[src/rtl/digit_sequencer_if.sv]
// Bus between the result register / bin2dec path and digit_sequencer.
// master drives the reading and loop control; slave is the sequencer.
interface digit_sequencer_if;
    logic [5:0] i_value;
    logic       i_valid;
    logic       i_loop;
    logic [5:0] o_bin;
    logic       o_tens;
    logic       o_ones;
    logic       o_blank;
    logic       o_busy;
    logic       o_frame_done;

    modport master (
        output i_value,
        output i_valid,
        output i_loop,
        input  o_bin,
        input  o_tens,
        input  o_ones,
        input  o_blank,
        input  o_busy,
        input  o_frame_done
    );

    modport slave (
        input  i_value,
        input  i_valid,
        input  i_loop,
        output o_bin,
        output o_tens,
        output o_ones,
        output o_blank,
        output o_busy,
        output o_frame_done
    );
endinterface

[src/rtl/digit_sequencer.sv]
// Time-multiplexes a 6-bit reading onto bin2dec: tens digit, gap,
// ones digit, gap; with leading-zero suppression and repeat mode.
module digit_sequencer #(
    parameter int DWELL       = 8,
    parameter int GAP         = 2,
    parameter int LZ_SUPPRESS = 1
) (
    input  logic              i_clk,
    input  logic              i_reset,
    digit_sequencer_if.slave  bus
);
    typedef enum logic [2:0] {
        IDLE, TENS, GAP_T, ONES, GAP_O
    } state_t;

    localparam logic [15:0] DWELL_M1 = 16'(DWELL - 1);
    localparam logic [15:0] GAP_M1   = (GAP > 0) ? 16'(GAP - 1) : 16'd0;

    state_t      state_q, state_d;
    logic [15:0] cnt_q, cnt_d;
    logic [5:0]  bin_q, bin_d;
    logic        pend_q, pend_d;
    logic [5:0]  pval_q, pval_d;
    logic        tens_q, tens_d;
    logic        ones_q, ones_d;
    logic        blank_q, blank_d;
    logic        busy_q, busy_d;
    logic        done_q, done_d;

    logic        start;
    logic [5:0]  start_val;
    logic        frame_end;

    always_ff @(posedge i_clk or posedge i_reset) begin
        if (i_reset) begin
            state_q <= IDLE;
            cnt_q   <= '0;
            bin_q   <= '0;
            pend_q  <= 1'b0;
            pval_q  <= '0;
            tens_q  <= 1'b0;
            ones_q  <= 1'b0;
            blank_q <= 1'b1;
            busy_q  <= 1'b0;
            done_q  <= 1'b0;
        end else begin
            state_q <= state_d;
            cnt_q   <= cnt_d;
            bin_q   <= bin_d;
            pend_q  <= pend_d;
            pval_q  <= pval_d;
            tens_q  <= tens_d;
            ones_q  <= ones_d;
            blank_q <= blank_d;
            busy_q  <= busy_d;
            done_q  <= done_d;
        end
    end

    always_comb begin
        state_d   = state_q;
        cnt_d     = cnt_q;
        bin_d     = bin_q;
        pend_d    = pend_q;
        pval_d    = pval_q;
        start     = 1'b0;
        start_val = bus.i_value;
        frame_end = 1'b0;

        unique case (state_q)
            IDLE: begin
                start = bus.i_valid;
            end
            TENS: begin
                if (cnt_q != 16'd0) begin
                    cnt_d = cnt_q - 16'd1;
                end else if (GAP == 0) begin
                    state_d = ONES;
                    cnt_d   = DWELL_M1;
                end else begin
                    state_d = GAP_T;
                    cnt_d   = GAP_M1;
                end
            end
            GAP_T: begin
                if (cnt_q != 16'd0) begin
                    cnt_d = cnt_q - 16'd1;
                end else begin
                    state_d = ONES;
                    cnt_d   = DWELL_M1;
                end
            end
            ONES: begin
                if (cnt_q != 16'd0) begin
                    cnt_d = cnt_q - 16'd1;
                end else if (GAP == 0) begin
                    frame_end = 1'b1;
                end else begin
                    state_d = GAP_O;
                    cnt_d   = GAP_M1;
                end
            end
            GAP_O: begin
                if (cnt_q != 16'd0) cnt_d = cnt_q - 16'd1;
                else                frame_end = 1'b1;
            end
            default: state_d = IDLE;
        endcase

        // Mid-frame writes are parked so o_bin never tears a frame.
        if (bus.i_valid && state_q != IDLE && !frame_end) begin
            pend_d = 1'b1;
            pval_d = bus.i_value;
        end

        if (frame_end) begin
            if (bus.i_valid) begin
                start  = 1'b1;
                pend_d = 1'b0;
            end else if (pend_q) begin
                start     = 1'b1;
                start_val = pval_q;
                pend_d    = 1'b0;
            end else if (bus.i_loop) begin
                start     = 1'b1;
                start_val = bin_q;
            end else begin
                state_d = IDLE;
            end
        end

        if (start) begin
            bin_d = start_val;
            cnt_d = DWELL_M1;
            if (start_val >= 6'd10 || LZ_SUPPRESS == 0) state_d = TENS;
            else                                        state_d = ONES;
        end
    end

    always_comb begin
        tens_d  = (state_d == TENS);
        ones_d  = (state_d == ONES);
        blank_d = !(tens_d || ones_d);
        busy_d  = (state_d != IDLE);
        done_d  = (cnt_d == 16'd0) &&
                  ((state_d == GAP_O) || (GAP == 0 && state_d == ONES));
    end

    assign bus.o_bin        = bin_q;
    assign bus.o_tens       = tens_q;
    assign bus.o_ones       = ones_q;
    assign bus.o_blank      = blank_q;
    assign bus.o_busy       = busy_q;
    assign bus.o_frame_done = done_q;
endmodule

[src/flat_wrapper.sv]
// flat-port wrapper written by rule: the top's interface ports become plain ports
module digit_sequencer_flat 
#(
    parameter int DWELL       = 8,
    parameter int GAP         = 2,
    parameter int LZ_SUPPRESS = 1
)
  (i_clk, i_reset, bus_i_value, bus_i_valid, bus_i_loop, bus_o_bin, bus_o_tens, bus_o_ones, bus_o_blank, bus_o_busy, bus_o_frame_done);
  digit_sequencer_if bus_i ();
  input  logic i_clk;
  input  logic i_reset;
  input wire logic [$bits(bus_i.i_value)-1:0] bus_i_value;
  input wire logic [$bits(bus_i.i_valid)-1:0] bus_i_valid;
  input wire logic [$bits(bus_i.i_loop)-1:0] bus_i_loop;
  output wire logic [$bits(bus_i.o_bin)-1:0] bus_o_bin;
  output wire logic [$bits(bus_i.o_tens)-1:0] bus_o_tens;
  output wire logic [$bits(bus_i.o_ones)-1:0] bus_o_ones;
  output wire logic [$bits(bus_i.o_blank)-1:0] bus_o_blank;
  output wire logic [$bits(bus_i.o_busy)-1:0] bus_o_busy;
  output wire logic [$bits(bus_i.o_frame_done)-1:0] bus_o_frame_done;
  assign bus_i.i_value = bus_i_value;
  assign bus_i.i_valid = bus_i_valid;
  assign bus_i.i_loop = bus_i_loop;
  assign bus_o_bin = bus_i.o_bin;
  assign bus_o_tens = bus_i.o_tens;
  assign bus_o_ones = bus_i.o_ones;
  assign bus_o_blank = bus_i.o_blank;
  assign bus_o_busy = bus_i.o_busy;
  assign bus_o_frame_done = bus_i.o_frame_done;
  digit_sequencer #(.DWELL(DWELL), .GAP(GAP), .LZ_SUPPRESS(LZ_SUPPRESS)) u_core (.i_clk(i_clk), .i_reset(i_reset), .bus(bus_i));
endmodule
[config.mk]
export PLATFORM = sky130hd
export DESIGN_NAME = digit_sequencer_flat
export DESIGN_NICKNAME = d
export VERILOG_FILES = /design/src/rtl/digit_sequencer_if.sv /design/src/rtl/digit_sequencer.sv /design/src/flat_wrapper.sv
export SDC_FILE = /design/constraint.sdc
export NUM_CORES = 1
export LEC_CHECK = 0
export CAP_MARGIN = 40
export CORE_AREA = 2 2 131 69
export CTS_BUF_LIST = sky130_fd_sc_hd__clkbuf_4 sky130_fd_sc_hd__clkbuf_8
export CTS_CLUSTER_SIZE = 25
export DETAILED_ROUTE_END_ITERATION = 8
export DIE_AREA = 0 0 133 71
export GPL_TIMING_DRIVEN = 0
export PLACE_DENSITY = 0.56
export RECOVER_POWER = 50
export SLEW_MARGIN = 20
export SYNTH_ARGS = -nofsm -noshare
export SYNTH_HDL_FRONTEND = slang
export SYNTH_SLANG_ARGS = --single-unit
[constraint.sdc]
create_clock -name i_clk -period 3.1 [get_ports i_clk]
set_input_delay 0.62 -clock i_clk [delete_from_list [all_inputs] [get_ports i_clk]]
set_output_delay 0.62 -clock i_clk [all_outputs]
set_load 0.02 [all_outputs]
* After elaboration in Yosys (flattened, before gate mapping)
Cells that the tools add are included.
** Word-level totals
- Flip-flop bits (word level) :: 37
- Input port bits :: 10
- Output and inout port bits :: 11
** Cells by class
- $add $sub $neg :: 1
- Order comparisons :: 1
- Equal/unequal tests :: 7
- Muxes and demuxes :: 30
- Reduce and logical (&&, ||, !) cells :: 13
** Operator list (number)
- 16-bit 2-to-1 mux :: 4
- 16-bit case mux with 3 select lines :: 1
- 3-bit 2-to-1 mux :: 8
- 6-bit 2-to-1 mux :: 4
- 16-bit logical NOT :: 1
- 16-bit nonzero test :: 1
- 16-bit by 1-bit subtractor with 16-bit output (second input constant) :: 1
- 3-bit case mux with 4 select lines :: 1
- 1-bit 2-to-1 mux :: 11
- 3-bit by 2-bit equality test with 1-bit output (second input constant) :: 3
- 3-bit by 1-bit equality test with 1-bit output (second input constant) :: 2
- 3-bit equality test (second input constant) :: 2
- 6-bit by 4-bit >= comparator with 1-bit output (second input constant) :: 1
- 3-bit nonzero test :: 2
- 2-bit OR reduction :: 2
- 1-bit logical AND :: 3
- 3-bit logical NOT :: 1
- 1-bit logical NOT :: 2
- 2-bit 2-to-1 mux :: 1
- 1-bit logical OR :: 1

* Logic depth before layout (Yosys ltp)
- Word-level depth :: 11
- Depth in mapped cells :: 13
- Depth with buffers taken out :: 11

* Worst setup path after synthesis
No wires, ideal clock.
- Path type :: input port to flip-flop
- Start :: input port bus_i_valid
- End :: register u_core.done_q, in the netlist u_core.bus.o_frame_done
- Library setup time :: 0.096 ns
- Data arrival time :: 2.506 ns
- Required time :: 3.004 ns
- Setup slack :: 0.498 ns
- Cell stages on the path :: 7
- Buffers on the path :: 1
- Cell sequence :: clkbuf_1 -> a21oi_1 -> a311oi_1 -> nor3_1 -> a211o_1 -> or4b_2 -> nor4_2
** Between the ends
- Word-level cells in the longest chain between the ends :: 8
- Elaborated cells on any way between the ends :: 16
- Classes of those cells :: 1 x order compare; 1 x eq/ne; 12 x mux; 2 x reduce/logical
** RTL lines
- from (decl) :: line flat_wrapper.sv:13 : input wire logic [$bits(bus_i.i_valid)-1:0] bus_i_valid;
- 1-bit 2-to-1 mux :: line digit_sequencer.sv:70 : unique case (state_q)
- 1-bit 2-to-1 mux :: line digit_sequencer.sv:124 : end else if (bus.i_loop) begin
- 1-bit 2-to-1 mux :: line digit_sequencer.sv:120 : end else if (pend_q) begin
- 1-bit 2-to-1 mux :: line digit_sequencer.sv:117 : if (bus.i_valid) begin
- 1-bit 2-to-1 mux * :: line digit_sequencer.sv:116 : if (frame_end) begin
- 16-bit 2-to-1 mux * :: line digit_sequencer.sv:132 : if (start) begin
- via u_core.cnt_d[8] :: line digit_sequencer.sv:20 : logic [15:0] cnt_q, cnt_d;
- 16-bit logical NOT * :: line digit_sequencer.sv:145 : done_d = (cnt_d == 16'd0) &&
- 1-bit logical AND * :: line digit_sequencer.sv:145
- via u_core.done_d :: line digit_sequencer.sv:28 : logic done_q, done_d;
- to (signal assigned) :: line digit_sequencer.sv:56 : done_q <= done_d;
- to (decl) :: line digit_sequencer.sv:28
The timed path passes the listed nets; every way through them passes the cells marked *.
A chain may end at the register's enable or synchronous reset.

* Worst setup path after layout
- Start :: register u_core.cnt_q[0]
- End :: register u_core.busy_q, in the netlist u_core.bus.o_busy
** Between the ends
- Word-level cells in the longest chain between the ends :: 9
- Elaborated cells on any way between the ends :: 17
- Classes of those cells :: 1 x order compare; 14 x mux; 2 x reduce/logical
** RTL lines
- from (decl) :: line digit_sequencer.sv:20
- from (signal assigned) :: line digit_sequencer.sv:48 : cnt_q <= cnt_d;
- 16-bit nonzero test *
- branches (longest 6 deep; another with 6-bit by 4-bit >= comparator with 1-bit output)
- 3-bit 2-to-1 mux * :: line digit_sequencer.sv:132
- via u_core.state_d[1] :: line digit_sequencer.sv:19 : state_t state_q, state_d;
- 3-bit nonzero test * :: line digit_sequencer.sv:144 : busy_d = (state_d != IDLE);
- via u_core.busy_d :: line digit_sequencer.sv:27 : logic busy_q, busy_d;
- to (signal assigned) :: line digit_sequencer.sv:55 : busy_q <= busy_d;
- to (decl) :: line digit_sequencer.sv:27
Mark *: on every way through the listed nets, which the timed path passes.

==> impl_metrics.toml <==
[run_status]
status = "finished clean"

[cells_and_area]
final_nets = 318
final_cell_mix = "dfrtp_1, nor2_1, nand2_1"
layout_commonest_cell = "dfrtp_1"
final_util_pct = 35.0
layout-drive-gt1-share_pct = 16.6
area_growth_pct = 20.7
antenna_cells = 0
fillers = 855

[synth]
yosys_register_bits = 37
synth-main-ff-cell = "dfrtp_1"
yosysSeqAreaShare_pct = 38.2
avgSynthCellArea_sq_um = 8.66
syn_area_sq_um = 2430
yosysWarnings = 0
synth_cell_types = 63
syn_inst = 280
synth-edff-count = 0
synth_async_sr_flop_share_pct = 100
synth_nets = 292

[place]
portBuffers = 19
place_ws_ns = -0.493
dp_hpwl_um = 6010
gp_congestion = 0.919

[clock_tree]
cts-root-buf = "clkbuf_8"
ctsHoldBuffers = 0
clk_pin_slew_worst_paths_ns = 0.08
ctsHtreeMaxLevel = 2
tritoncts = "built"
clk_path_buf_depth = 2
numCtsBuffers = 5
cts_setup_buffers = 0
clk-insertion-delay-late_ns = 0.30
cts_sinks = 37

[worst_setup_path]
rr_startpoint = "u_core.cnt_q[0]$_DFF_PP0_"
critPathKind = "register to register"
r2r_setup_slack_ns = 0.12
path_max_fanout = 8
crit_arrival_ns = 3.16
endpoint_kind = "register"
slowest_stage = "dfrtp_2"
max_stage_delay_ns = 0.45
r2r_end = "u_core.bus.o_busy$_DFF_PP0_"
cpLargestDelayFamily = "simple AND/OR/NAND/NOR gates"
required_ns = 3.28
crit_chain = "inv_1 -> ha_2 -> nor3b_4 -> and4_1 -> buf_4 -> inv_2 -> nor3_4 -> o22ai_1 -> a21oi_1 -> o32ai_2 -> or3_1"
rr_worst_depth = 11
start_kind = "register"
path_buf_inv = 3

[drt]
avgViaCountPerCell = 5.77
wl_per_cell_um = 19.2
drtIter0Drc = 275
firstDrtPassIters = 5
dr_total_vias = 2445
ant_nets = 0
drc = 0
wl_um = 8150

[flow_run]
cap_violations = 0

[timing]
setup_ws_ns = 0.120
finalHoldViolCount = 0
slew_headroom_pct = 23.0
setup_viol = 0
period_minus_slack_ns = 2.98
worstMarginPinSlew_ns = 1.15
finClkSkew_ns = 0.00565
min_period_over_period_pct = 96.1
fmax_ghz = 0.336
slew_viol_final = 0

[floorplanning]
io_pins = 21
chipWidth_um = 133
core_area_sq_um = 8380
std_cell_rows = 24
die_area_sq_um = 9440
initial_core_util_pct = 29.0
chipHeight_um = 71

[min_path]
min-delay-start = "u_core.pval_q[1]$_DFFE_PP0P_"
hold_path_depth = 2
hold_class = "register to register"
min_to = "u_core.pval_q[1]$_DFFE_PP0P_"

[grt]
first_global_vias = 2363
grt_first_pass_wirelength_um = 12800
grt_max_degree = 20
grt_usage_pct = 17.7
overflow = 0
grt_antenna_before_repair = 0

[power]
peakVddDrop_v = 0.000156
p_leak_nw = 1.13
p_per_area_nw_per_um2 = 325
==> metal layers <==
| metal | wire (um) | GRT usage (%) | up-vias |
|---|---|---|---|
| li1 | - | - | 1107 |
| met3 | 829 | 6.52 | 12 |
| met2 | 3020 | 22.8 | 107 |
| met1 | 4220 | 27.3 | 1219 |
| met4 | 87 | 4.30 | 0 |
| met5 | 0 | 0 | - |
==> power by group <==
| part | internal, mW | switching [mW] |
|---|---|---|
| Sequential | 0.499 | 0.0167 |
| Clock | 0.165 | 0.186 |
| Combinational | 0.0397 | 0.0458 |
==> timing repair <==
action                                  CTS  global route
pin swaps                                 0             2
hold endpoints to repair                  0             0
resized for setup                         7            16
endpoints found under the setup margin    2             4
==> synth_stat cells, drive strengths merged (3+ instances only) <==
library cell,n,share of area [%]
a211o,3,1.1
a211oi,5,1.8
a21oi,13,2.7
a221oi,3,1.1
a22o,3,1.1
a311oi,3,1.1
a31oi,6,1.5
and3,3,0.77
buf,9,2.1
clkbuf,10,1.5
dfrtp,36,37
inv,13,2.0
mux2,6,2.8
mux2i,4,1.7
nand2,29,4.5
nand3,5,1.0
nand4,6,1.5
nor2,29,4.5
nor3,6,1.7
nor4,9,3.5
o211ai,4,1.2
o21a,3,0.93
o21ai,15,3.2
o22ai,5,1.3
or2,4,1.0
or3,6,1.5
or4,6,2.2
==> cell families after synthesis <==
family          synth area share, %
compound gates                 23.7
xor+xnor                      0.361
fa+ha+maj                      1.44
buf+inv                        5.78
flops                          38.2
mux                            4.44
simple gates                   26.1
==> per-stage QoR <==
step	hold slack (ns)	std cells	cell area, sq um	power, mW	setup TNS, ns
2_1_floorplan	0.450	280	2430	0.572	0
3_3_place_gp	0.469	416	2760	0.608	-1.67
3_5_place_dp	0.488	417	2790	0.614	-1.78
4_1_cts	0.508	424	2900	0.970	0
5_1_grt	0.524	424	2930	0.997	-0.0119
6_report	0.510	424	2930	0.952	0
==> worst max-delay path by stage <==
stage | slack, ns | cells after the start | to | start
final | 0.12 | 11 | u_core.bus.o_busy$_DFF_PP0_ | u_core.cnt_q[0]$_DFF_PP0_
after global routing | -0.01 | 7 | u_core.bus.o_frame_done$_DFF_PP0_ | u_core.state_q[1]$_DFF_PP0_
after CTS | 0.01 | 8 | u_core.bus.o_frame_done$_DFF_PP0_ | bus_i_loop
after detailed placement | -0.49 | 9 | u_core.bus.o_frame_done$_DFF_PP0_ | bus_i_loop
after global placement | -0.42 | 9 | u_core.bus.o_frame_done$_DFF_PP0_ | bus_i_loop
after floorplan | 0.50 | 7 | u_core.bus.o_frame_done$_DFF_PP0_ | bus_i_valid
==> state kept, by name, indices dropped and copies added (netlist names) <==
name                     cells
u_core.cnt_q                16
u_core.bus.o_bin             6
u_core.pval_q                6
u_core.state_q               3
u_core.bus.o_blank           1
u_core.bus.o_busy            1
u_core.bus.o_frame_done      1
u_core.bus.o_ones            1
u_core.bus.o_tens            1
u_core.pend_q                1
==> worst min-delay path, stage by stage (launching register included) <==
cell and delay [ns]:
dfrtp_1 0.36, nand2_1 0.05, o21ai_0 0.06
==> area by class of cell <==
class	instances	area (sq um)	share of cell area (%)
multi-input cells	210	1420	48.6
flip-flops and latches	37	928	31.7
repair buffers	20	196	6.71
well taps	117	146	5.00
plain buffers	18	95.1	3.25
clock buffers	6	76.3	2.61
inverters	14	52.6	1.79
clock inverters	2	10.0	0.342
Power figures use the tool's default switching activity.
